[config.mk]
export PLATFORM = sky130hd
export DESIGN_NAME = adder_chk_vecgen
export DESIGN_NICKNAME = d
export VERILOG_FILES = /design/src/rtl/adder_chk_pkg.sv /design/src/rtl/adder_chk_vecgen.sv
export SDC_FILE = /design/constraint.sdc
export NUM_CORES = 1
export LEC_CHECK = 0
export ABC_AREA = 1
export ABC_CLOCK_PERIOD_IN_PS = 1720
export CORE_MARGIN = 4
export CORE_UTILIZATION = 37
export CTS_CLUSTER_SIZE = 8
export DETAILED_ROUTE_END_ITERATION = 10
export MAX_ROUTING_LAYER = met4
export SYNTH_ARGS = -nofsm -noshare
export SYNTH_HDL_FRONTEND = slang
export SYNTH_SLANG_ARGS = --single-unit
[constraint.sdc]
create_clock -name clk -period 1.72 [get_ports clk]
set_clock_uncertainty 0.15 [all_clocks]
set_input_delay 0.344 -clock clk [delete_from_list [all_inputs] [get_ports clk]]
set_output_delay 0.344 -clock clk [all_outputs]
set_load 0.05 [all_outputs]
[src/rtl/adder_chk_pkg.sv]
// rtl/adder_chk_pkg.sv - shared types, FSM states and LFSR taps for the adder trojan checker
package adder_chk_pkg;

   typedef logic [8:0] vec_t;
   typedef logic [4:0] resp_t;

   typedef enum logic [2:0] {
      S_IDLE,
      S_APPLY,
      S_SETTLE,
      S_COMPARE,
      S_DONE
   } state_t;

   // x^9 + x^5 + 1 on a left-shifting register: feedback = bit8 ^ bit4
   localparam vec_t LFSR_TAPS = 9'h110;

   function automatic resp_t golden_sum(vec_t v);
      return {1'b0, v[3:0]} + {1'b0, v[7:4]} + {4'b0000, v[8]};
   endfunction

endpackage

[src/rtl/adder_chk_vecgen.sv]
// rtl/adder_chk_vecgen.sv - vector sequencer; ADDER_CHK_LFSR_EN selects LFSR order instead of a binary count
module adder_chk_vecgen
   import adder_chk_pkg::*;
#(
   parameter int NUM_VECTORS = 512
) (
   input  logic clk,
   input  logic rst_n,
   input  logic init,
   input  logic step,
   output vec_t vec,
   output logic last
);

   vec_t       vec_q, vec_d, vec_nxt;
   logic [8:0] idx_q, idx_d;

   always_comb begin
`ifdef ADDER_CHK_LFSR_EN
      // vector 0 is all-zero, then the LFSR runs from its seed 9'h001
      vec_nxt = (vec_q == '0) ? 9'h001 : {vec_q[7:0], ^(vec_q & LFSR_TAPS)};
`else
      vec_nxt = vec_q + 9'd1;
`endif
      vec_d = vec_q;
      idx_d = idx_q;
      if (init) begin
         vec_d = '0;
         idx_d = '0;
      end else if (step) begin
         vec_d = vec_nxt;
         idx_d = idx_q + 9'd1;
      end
   end

   always_ff @(posedge clk or negedge rst_n) begin
      if (!rst_n) begin
         vec_q <= '0;
         idx_q <= '0;
      end else begin
         vec_q <= vec_d;
         idx_q <= idx_d;
      end
   end

   assign vec  = vec_q;
   assign last = (idx_q == 9'(NUM_VECTORS - 1));

endmodule

## Yosys cells after proc, flatten, opt, wreduce, memory -nomap -nowiden

Cells that the tools add are included.

| storage, ports and cells | value |
|---|---|
| flip-flop bits (word level) | 18 |
| output and inout port bits | 10 |
| logic and storage cells | 10 |
| input bits | 4 |

| operators by class | value |
|---|---|
| muxes and demuxes | 4 |
| add/subtract/negate cells | 2 |
| equality and inequality tests | 1 |
| reductions and logical operators | 1 |

Operator list:

| kind | number |
|---|---|
| $mux 9 | 4 |
| $add 9x1->9 const B | 2 |
| $eq 9x9->1 const B | 1 |
| $reduce_bool 2->1 | 1 |

## Longest topological paths before layout

Gate-level depths: netlist (run 1).

| logic depth | value |
|---|---|
| depth after elaboration | 3 |
| mapped depth | 7 |
| mapped depth without buffers | 7 |

## Least setup slack after synthesis (run 1)

No wires, ideal clock.

| path | value |
|---|---|
| path kind | register -> output |
| from | register idx_q[0] |
| to | output port last |
| required time | 1.226 ns |
| arrival | 1.320 ns |
| path buffers | 0 |
| stages on the path, launching flop included | 5 |
| slack | -0.094 ns |
| cell sequence | dfrtp_1 ha_1 nand3_1 nor4_1 ha_1 |

| on the way | value |
|---|---|
| cells in the longest elaborated chain, start to end | 1 |

Ends and longest elaborated chain:

| element | RTL line | source |
|---|---|---|
| start, declared | adder_chk_vecgen.sv:16 | `logic [8:0] idx_q, idx_d;` |
| start signal, assigned | adder_chk_vecgen.sv:42 | `idx_q <= idx_d;` |
| $eq 9x9->1 | adder_chk_vecgen.sv:47 | `assign last = (idx_q == 9'(NUM_VECTORS - 1));` |
| end, declared | adder_chk_vecgen.sv:12 | `output logic last` |

Every way passes these cells.

## Worst setup path after layout (run 1)

Same ends and word-level chain as after synthesis.

==> impl_metrics.tcl, run 1 <==
set metrics [dict create \
    holdCritPathClass "in2async" \
    path_type_of_the_worst_setup_path "reg2out" \
    placement.io_buffers 13 \
    cts.htree.levels 1 \
    cts_inserted_buffers 3 \
    run_status "finished, violations left" \
    io_pins 14 \
    portion_of_the_post_synthesis_area_used_by_sequential_elements_pct 44.6 \
    main_combinational_cell_family_by_area_after_synthesis "simple AND/OR/NAND/NOR gates" \
    synthMuxAreaShare_pct 0 \
    yosys.area_share.adder_pct 3.72 \
    first_pass_grt_wire_length_um 3420 \
    clock_tree_from_tritoncts "done" \
    synth.most_common_cell "sky130_fd_sc_hd__nand2_1" \
    synth_edf_count 0 \
    initial_core_util_pct 39.7 \
    layout-drive-gt1-share_pct 23.5 \
    detailedRoute.firstPassIterationCount 4 \
    clock_insertion_delay_worst_skew_ns 0.29 \
    clock_transition_at_the_registers_of_the_reported_paths_ns 0.11 \
    finalSetupViolations 1 \
    synth.area.top_cells "sky130_fd_sc_hd__dfrtp_1 (45%), sky130_fd_sc_hd__nand2_1 (12%), sky130_fd_sc_hd__nor2_1 (6.7%), sky130_fd_sc_hd__inv_1 (6.3%), sky130_fd_sc_hd__nand3_1 (4.0%)" \
    synth_area_per_cell_sq_um 7.95 \
    synthCells 127 \
    design.die.area_sq_mm 0.00363 \
    worstSetupStartpointType "flip-flop" \
    drcViolationCount 0 \
    fmax_mhz 508 \
    drt_wl_total_um 1970 \
    dieHeight_um 60.2 \
    critPathTopFamily "flip-flops" \
    failed_checks "negative setup slack" \
    synth-compound-area-share_pct 6.94 \
    floorplan.rows 18 \
    maxSlewViolCount 0 \
    post_synth_num_cell_types 22 \
    setup_repair_after_global_routing_missed_its_margin "true" \
    post-dp-hpwl_um 1500 \
    crit_path_max_fanout 2 \
    critical_path.slowest_cell "sky130_fd_sc_hd__dfrtp_1" \
    asyncSetResetFlopFracSynth_pct 100 \
    area_delta_synth_final_pct 36.4 \
    ctsLongestPathBuffers 2 \
    ant_nets 0 \
    avgViaCountPerCell 4.74 \
    timing.max_cap.violations 0 \
    yosys-top-cells-count "sky130_fd_sc_hd__nand2_1 (33), sky130_fd_sc_hd__dfrtp_1 (18), sky130_fd_sc_hd__nor2_1 (18)" \
    vdd_ir_drop_max_mv 0.901 \
    slew_headroom_pct 82.0 \
    finalWorstPathRequiredPeriod_ns 1.97 \
    syn_area_sq_mm 0.00101 \
    antenna_cells 0 \
    wl_per_cell_um 11.0 \
    final.period_utilization_pct 114 \
    detailedPlace.worstSlack_ns -0.0297 \
    synth_fp_nets 134 \
    worst-path-buf-inv 1 \
    grt_usage_pct 12.7 \
    nets 158 \
    post_cts_hold_buffer_count 0 \
    synth_simple_gate_area_share_pct 35.6 \
    power.density_mw_per_mm2 720 \
    drt_first_iter_violations 7 \
    timing_hold_violations_final 0 \
    synth.largest_area_cell "sky130_fd_sc_hd__dfrtp_1" \
    root_buffer "sky130_fd_sc_hd__clkbuf_4" \
    fp.coreArea_sq_mm 0.00254 \
    max_stage_delay_ns 0.41 \
    synth_xor_xnor_area_share_pct 0 \
    n_fill_cell 248 \
    postSynthRegisterBits 18 \
    critical_path.cell_chain "ha_4 > nand3_4 > nor4_4 > ha_2 > buf_12" \
    synth_ff_type "sky130_fd_sc_hd__dfrtp_1" \
    worst-endpoint-arrival_ns 1.47 \
    pin_count_of_the_biggest_net_entering_global_routing 19 \
    crit_path_end_kind "output port" \
    synth_warnings 0 \
    post-route-util_pct 54.1 \
    leakage_nw 0.659 \
    postLayoutSetupSlackWorst_ns -0.247 \
    clock-sinks 18 \
    gpl.final_weighted_congestion 0.789 \
    number_of_antenna_violations_at_the_first_check_in_global_routing 0 \
    fp.dieW_um 60.2 \
    yosysTopAreaCellShare_pct 44.6 \
    required_ns 1.23 \
    via_count 849 \
    grt-ovfl-total 0 \
    worstMarginPinSlew_ns 0.270 \
    via_count_of_the_first_global_routing_pass 776 \
]
==> flip-flops by register name, summed over array words and instances, names as in the netlist <==
name,count
idx_q,9
vec,9
==> layout make-up <==
| type | instances | area [sq um] | share of cell area, % |
|---|---|---|---|
| clock buffer | 3 | 22.5 | 1.63 |
| inverter | 18 | 67.6 | 4.90 |
| multi-input combinational | 89 | 509 | 37.0 |
| sequential | 18 | 450 | 32.7 |
| tap | 30 | 37.5 | 2.72 |
| timing repair buffer | 21 | 290 | 21.1 |
==> per-stage QoR <==
step | cells | setup TNS (ns) | hold WS (ns) | cell area (sq um) | power [mW]
final | 179 | -0.247 | 0.212 | 1380 | 0.993
after global routing | 179 | -0.340 | 0.229 | 1380 | 1.04
after global placement | 175 | -0.0163 | 0.323 | 1310 | 0.782
after CTS | 179 | -0.260 | 0.224 | 1350 | 0.998
after floorplan | 127 | 0 | -0.102 | 1010 | 0.651
after detailed placement | 175 | -0.128 | 0.332 | 1310 | 0.788
==> routing by layer <==
metal	wire length, um	track usage, %	up-vias
met5	0	-	-
met4	18	2.85	0
met3	40	1.94	2
met2	943	19.9	9
met1	969	17.2	390
li1	-	-	448
==> power breakdown <==
| group | internal (mW) | total (mW) | switching, mW |
|---|---|---|---|
| Sequential | 0.446 | 0.482 | 0.0362 |
| Combinational | 0.133 | 0.301 | 0.167 |
| Clock | 0.0811 | 0.209 | 0.128 |
| Total | 0.661 | 0.993 | 0.332 |
==> cell families (layout without fill, tap and decap cells) <==
group | after synthesis | after routing
buffers and inverters | 20 | 42
AO/OA/AOI/OAI | 14 | 14
AND/OR/NAND/NOR | 72 | 72
adder cells (fa/ha/maj) | 3 | 3
flip-flops | 18 | 18
==> layout by cell type (no fill, tap or decap), drive strengths merged, types with 7 or more instances in the layout <==
master   n
nand3    9
dfrtp   18
a21oi    7
buf     18
inv     18
nor2    23
nand2   34
o21ai    7
==> worst paths after layout <==
| path | startpoint | to | slack [ns] | depth (start not counted) |
|---|---|---|---|---|
| min in group clk | idx_q[8] | idx_q[8] | 0.35 | 2 |
| hold reg to reg | idx_q[8] | idx_q[8] | 0.35 | 2 |
| setup reg to reg | idx_q[0] | idx_q[8] | 0.24 | 6 |
| setup / recovery | idx_q[0] | last | -0.25 | 5 |
| hold / removal | rst_n | idx_q[2] | 0.21 | 2 |
| max in group asynchronous | rst_n | idx_q[3] | 1.00 | 2 |
==> what timing repair did <==
action,in CTS,in global routing
endpoints found under the setup margin,1,1
resized for setup,3,3
buffers inserted,1,0
gates cloned,0,0
pin swaps,1,0
No activity file was read; power rests on OpenSTA's default activity.
==> run 2: changes to the inputs <==
Settings changed: ABC_AREA 1 to 0, CTS_CLUSTER_DIAMETER set to 50.
==> impl_metrics.tcl, run 2 <==
set metrics [dict create \
    yosysTopAreaCellShare_pct 50.3 \
    synth_ff_type "sky130_fd_sc_hd__dfrtp_1" \
    clock_tree_from_tritoncts "done" \
    finalWorstPathRequiredPeriod_ns 1.87 \
    portion_of_the_post_synthesis_area_used_by_sequential_elements_pct 50.3 \
    pin_count_of_the_biggest_net_entering_global_routing 19 \
    ant_nets 0 \
    nets 128 \
    post_dp_cell_area_sq_mm 0.00127 \
    mostFrequentLayoutCell "sky130_fd_sc_hd__buf_4" \
    critical_path.slowest_cell "sky130_fd_sc_hd__dfrtp_1" \
    gpl.final_weighted_congestion 0.796 \
    antenna_cells 0 \
    via_count 749 \
    critPathTopFamily "adder cells" \
    wl_per_cell_um 12.7 \
    switchingPower_mw 0.212 \
    required_ns 1.23 \
    layoutNonFillerInstCount 148 \
    synth.area.top_cells "sky130_fd_sc_hd__dfrtp_1 (50%), sky130_fd_sc_hd__nor2_1 (5.0%), sky130_fd_sc_hd__xor2_1 (4.9%), sky130_fd_sc_hd__ha_1 (4.2%), sky130_fd_sc_hd__a21oi_1 (3.9%)" \
    holdCritPathClass "in2async" \
    rrSetupSlack_ns 0.12 \
    detailedPlace.worstSlack_ns -0.173 \
    worstSetupStartpointType "flip-flop" \
    placed_cells_incl_taps 139 \
    via_count_of_the_first_global_routing_pass 808 \
    dieHeight_um 57.2 \
    number_of_antenna_violations_at_the_first_check_in_global_routing 0 \
    setup.worst_path.end "last" \
    leakage_nw 0.590 \
    yosys-top-cells-count "sky130_fd_sc_hd__dfrtp_1 (18), sky130_fd_sc_hd__nor2_1 (12), sky130_fd_sc_hd__a21oi_1 (7)" \
    post-dp-hpwl_um 1390 \
    synth_edf_count 0 \
    timing.max_cap.violations 0 \
    slew_headroom_pct 79.7 \
    layout-drive-gt1-share_pct 37.5 \
    asyncSetResetFlopFracSynth_pct 100 \
    root_buffer "sky130_fd_sc_hd__clkbuf_4" \
    path_depth 5 \
    fp.coreArea_sq_mm 0.00225 \
    clock_insertion_delay_worst_skew_ns 0.30 \
    grt-ovfl-total 0 \
    design.die.area_sq_mm 0.00327 \
    synth_area_per_cell_sq_um 10.7 \
    timing_hold_violations_final 0 \
    postLayoutSetupSlackWorst_ns -0.153 \
    fp.dieW_um 57.2 \
    critical_path.cell_chain "ha_2 > nand3_2 > nor2_2 > ha_2 > buf_12" \
    finalSetupViolations 1 \
    first_pass_grt_wire_length_um 3490 \
    post_synth_num_cell_types 22 \
    cts.htree.levels 1 \
    postSynthRegisterBits 18 \
    worst-path-buf-inv 1 \
    synth_fp_nets 91 \
    run_status "finished, violations left" \
    crit_path_end_kind "output port" \
    final.period_utilization_pct 109 \
    n_fill_cell 216 \
    max_stage_delay_ns 0.38 \
    drt_first_iter_violations 11 \
    grt_usage_pct 13.9 \
    power.sequential.fraction_pct 53.2 \
    maxSlewViolCount 0 \
    drcViolationCount 0 \
    critical_path.reg2reg.startpoint "idx_q[1]" \
    failed_checks "negative setup slack" \
    rr_endpoint "idx_q[6]" \
    clock-sinks 18 \
    area_delta_synth_final_pct 51.4 \
    final_cell_mix "sky130_fd_sc_hd__buf_4 (22), sky130_fd_sc_hd__dfrtp_1 (15), sky130_fd_sc_hd__nor2_1 (11)" \
    synth.most_common_cell "sky130_fd_sc_hd__dfrtp_1" \
    share_clk_of_total_power_pct 31.6 \
    detailedRoute.firstPassIterationCount 4 \
    worstMarginPinSlew_ns 0.303 \
    crit_path_max_fanout 2 \
    worst-endpoint-arrival_ns 1.38 \
    fmax_mhz 534 \
    swShare_pct 25.3 \
    power_report.internal_total_mw 0.627 \
    initial_core_util_pct 39.7 \
    worstSetupStartpoint "idx_q[1]" \
    placement.io_buffers 13 \
    synth_warnings 0 \
    synthCells 84 \
    reg2regPathDepth 6 \
    synth.largest_area_cell "sky130_fd_sc_hd__dfrtp_1" \
    floorplan.rows 17 \
    path_type_of_the_worst_setup_path "reg2out" \
    ctsLongestPathBuffers 2 \
    vdd_ir_drop_max_mv 0.408 \
    cts_inserted_buffers 3 \
    avgViaCountPerCell 5.06 \
    io_pins 14 \
    setup_repair_after_global_routing_missed_its_margin "true" \
    timing.setup.tns_ns -0.153 \
    timing.critical_path.mode_cell "sky130_fd_sc_hd__ha_2" \
    clock_transition_at_the_registers_of_the_reported_paths_ns 0.11 \
    share_comb_of_total_power_pct 15.2 \
    power.density_mw_per_mm2 618 \
    syn_area_sq_um 896 \
    drt_wl_total_um 1870 \
    post-route-cell-area_sq_mm 0.00136 \
    post-layout-total-power_mw 0.839 \
]
run 2: changes by cell type after synthesis, sizes merged, moves of 3 or more:
cell	delta
nor2	-11
inv	-17
xnor2	+3
or3	+5
mux2i	+3
nand3	-7
nand2	-28
xor2	+5
run 2: layout make-up:
cell class	instances	area [sq um]	share of cell area [%]
Inverter	1	3.75	0.277
Multi-Input combinational cell	62	432	31.8
Clock buffer	4	36.3	2.68
Timing Repair Buffer	35	395	29.2
Tap cell	28	35.0	2.58
Sequential cell	18	454	33.5
run 2: worst min-delay path by stage:
stage	from	to	slack [ns]	depth (start not counted)
2_1_floorplan	rst_n	idx_q[0]	-0.10	0
3_3_place_gp	idx_q[8]	idx_q[8]	0.37	2
3_5_place_dp	idx_q[8]	idx_q[8]	0.37	2
4_1_cts	rst_n	idx_q[7]	0.22	2
5_1_grt	rst_n	vec[1]	0.23	2
6_report	rst_n	vec[6]	0.22	2
run 2: kinds of logic after synthesis:
logic type	share of synthesized area, %
AO/OA/AOI/OAI	13.1
XOR/XNOR	7.82
adder cells (fa/ha/maj)	4.19
buffers and inverters	2.93
flip-flops	50.3
multiplexers	3.35
AND/OR/NAND/NOR	18.3
run 2: what timing repair did:
action	in CTS	in global routing
hold buffers	0	0
resized for setup	3	0
endpoints found under the setup margin	1	1
buffers inserted	3	2
gates cloned	0	0
pin swaps	4	4
run 2: metal layers:
| layer | wire (um) | GRT usage, % |
|---|---|---|
| met5 | 0 | - |
| met4 | 17 | 2.98 |
| met3 | 76 | 4.07 |
| met2 | 974 | 24.5 |
| met1 | 804 | 15.7 |
run 2: power by group through the flow:
stage	clock network [mW]	logic, mW	registers (mW)
floorplan	0	0.0364	0.471
global placement	0	0.118	0.454
detailed placement	0	0.120	0.454
CTS	0.278	0.129	0.446
global route	0.296	0.140	0.449
finish	0.265	0.127	0.446
run 2: metrics by stage:
stage	util (%)	hold WS, ns
final	60.2	0.216
after global routing	60.2	0.225
after CTS	59.5	0.220
after detailed placement	56.4	0.372
after global placement	56.4	0.374
after floorplan	-	-0.102
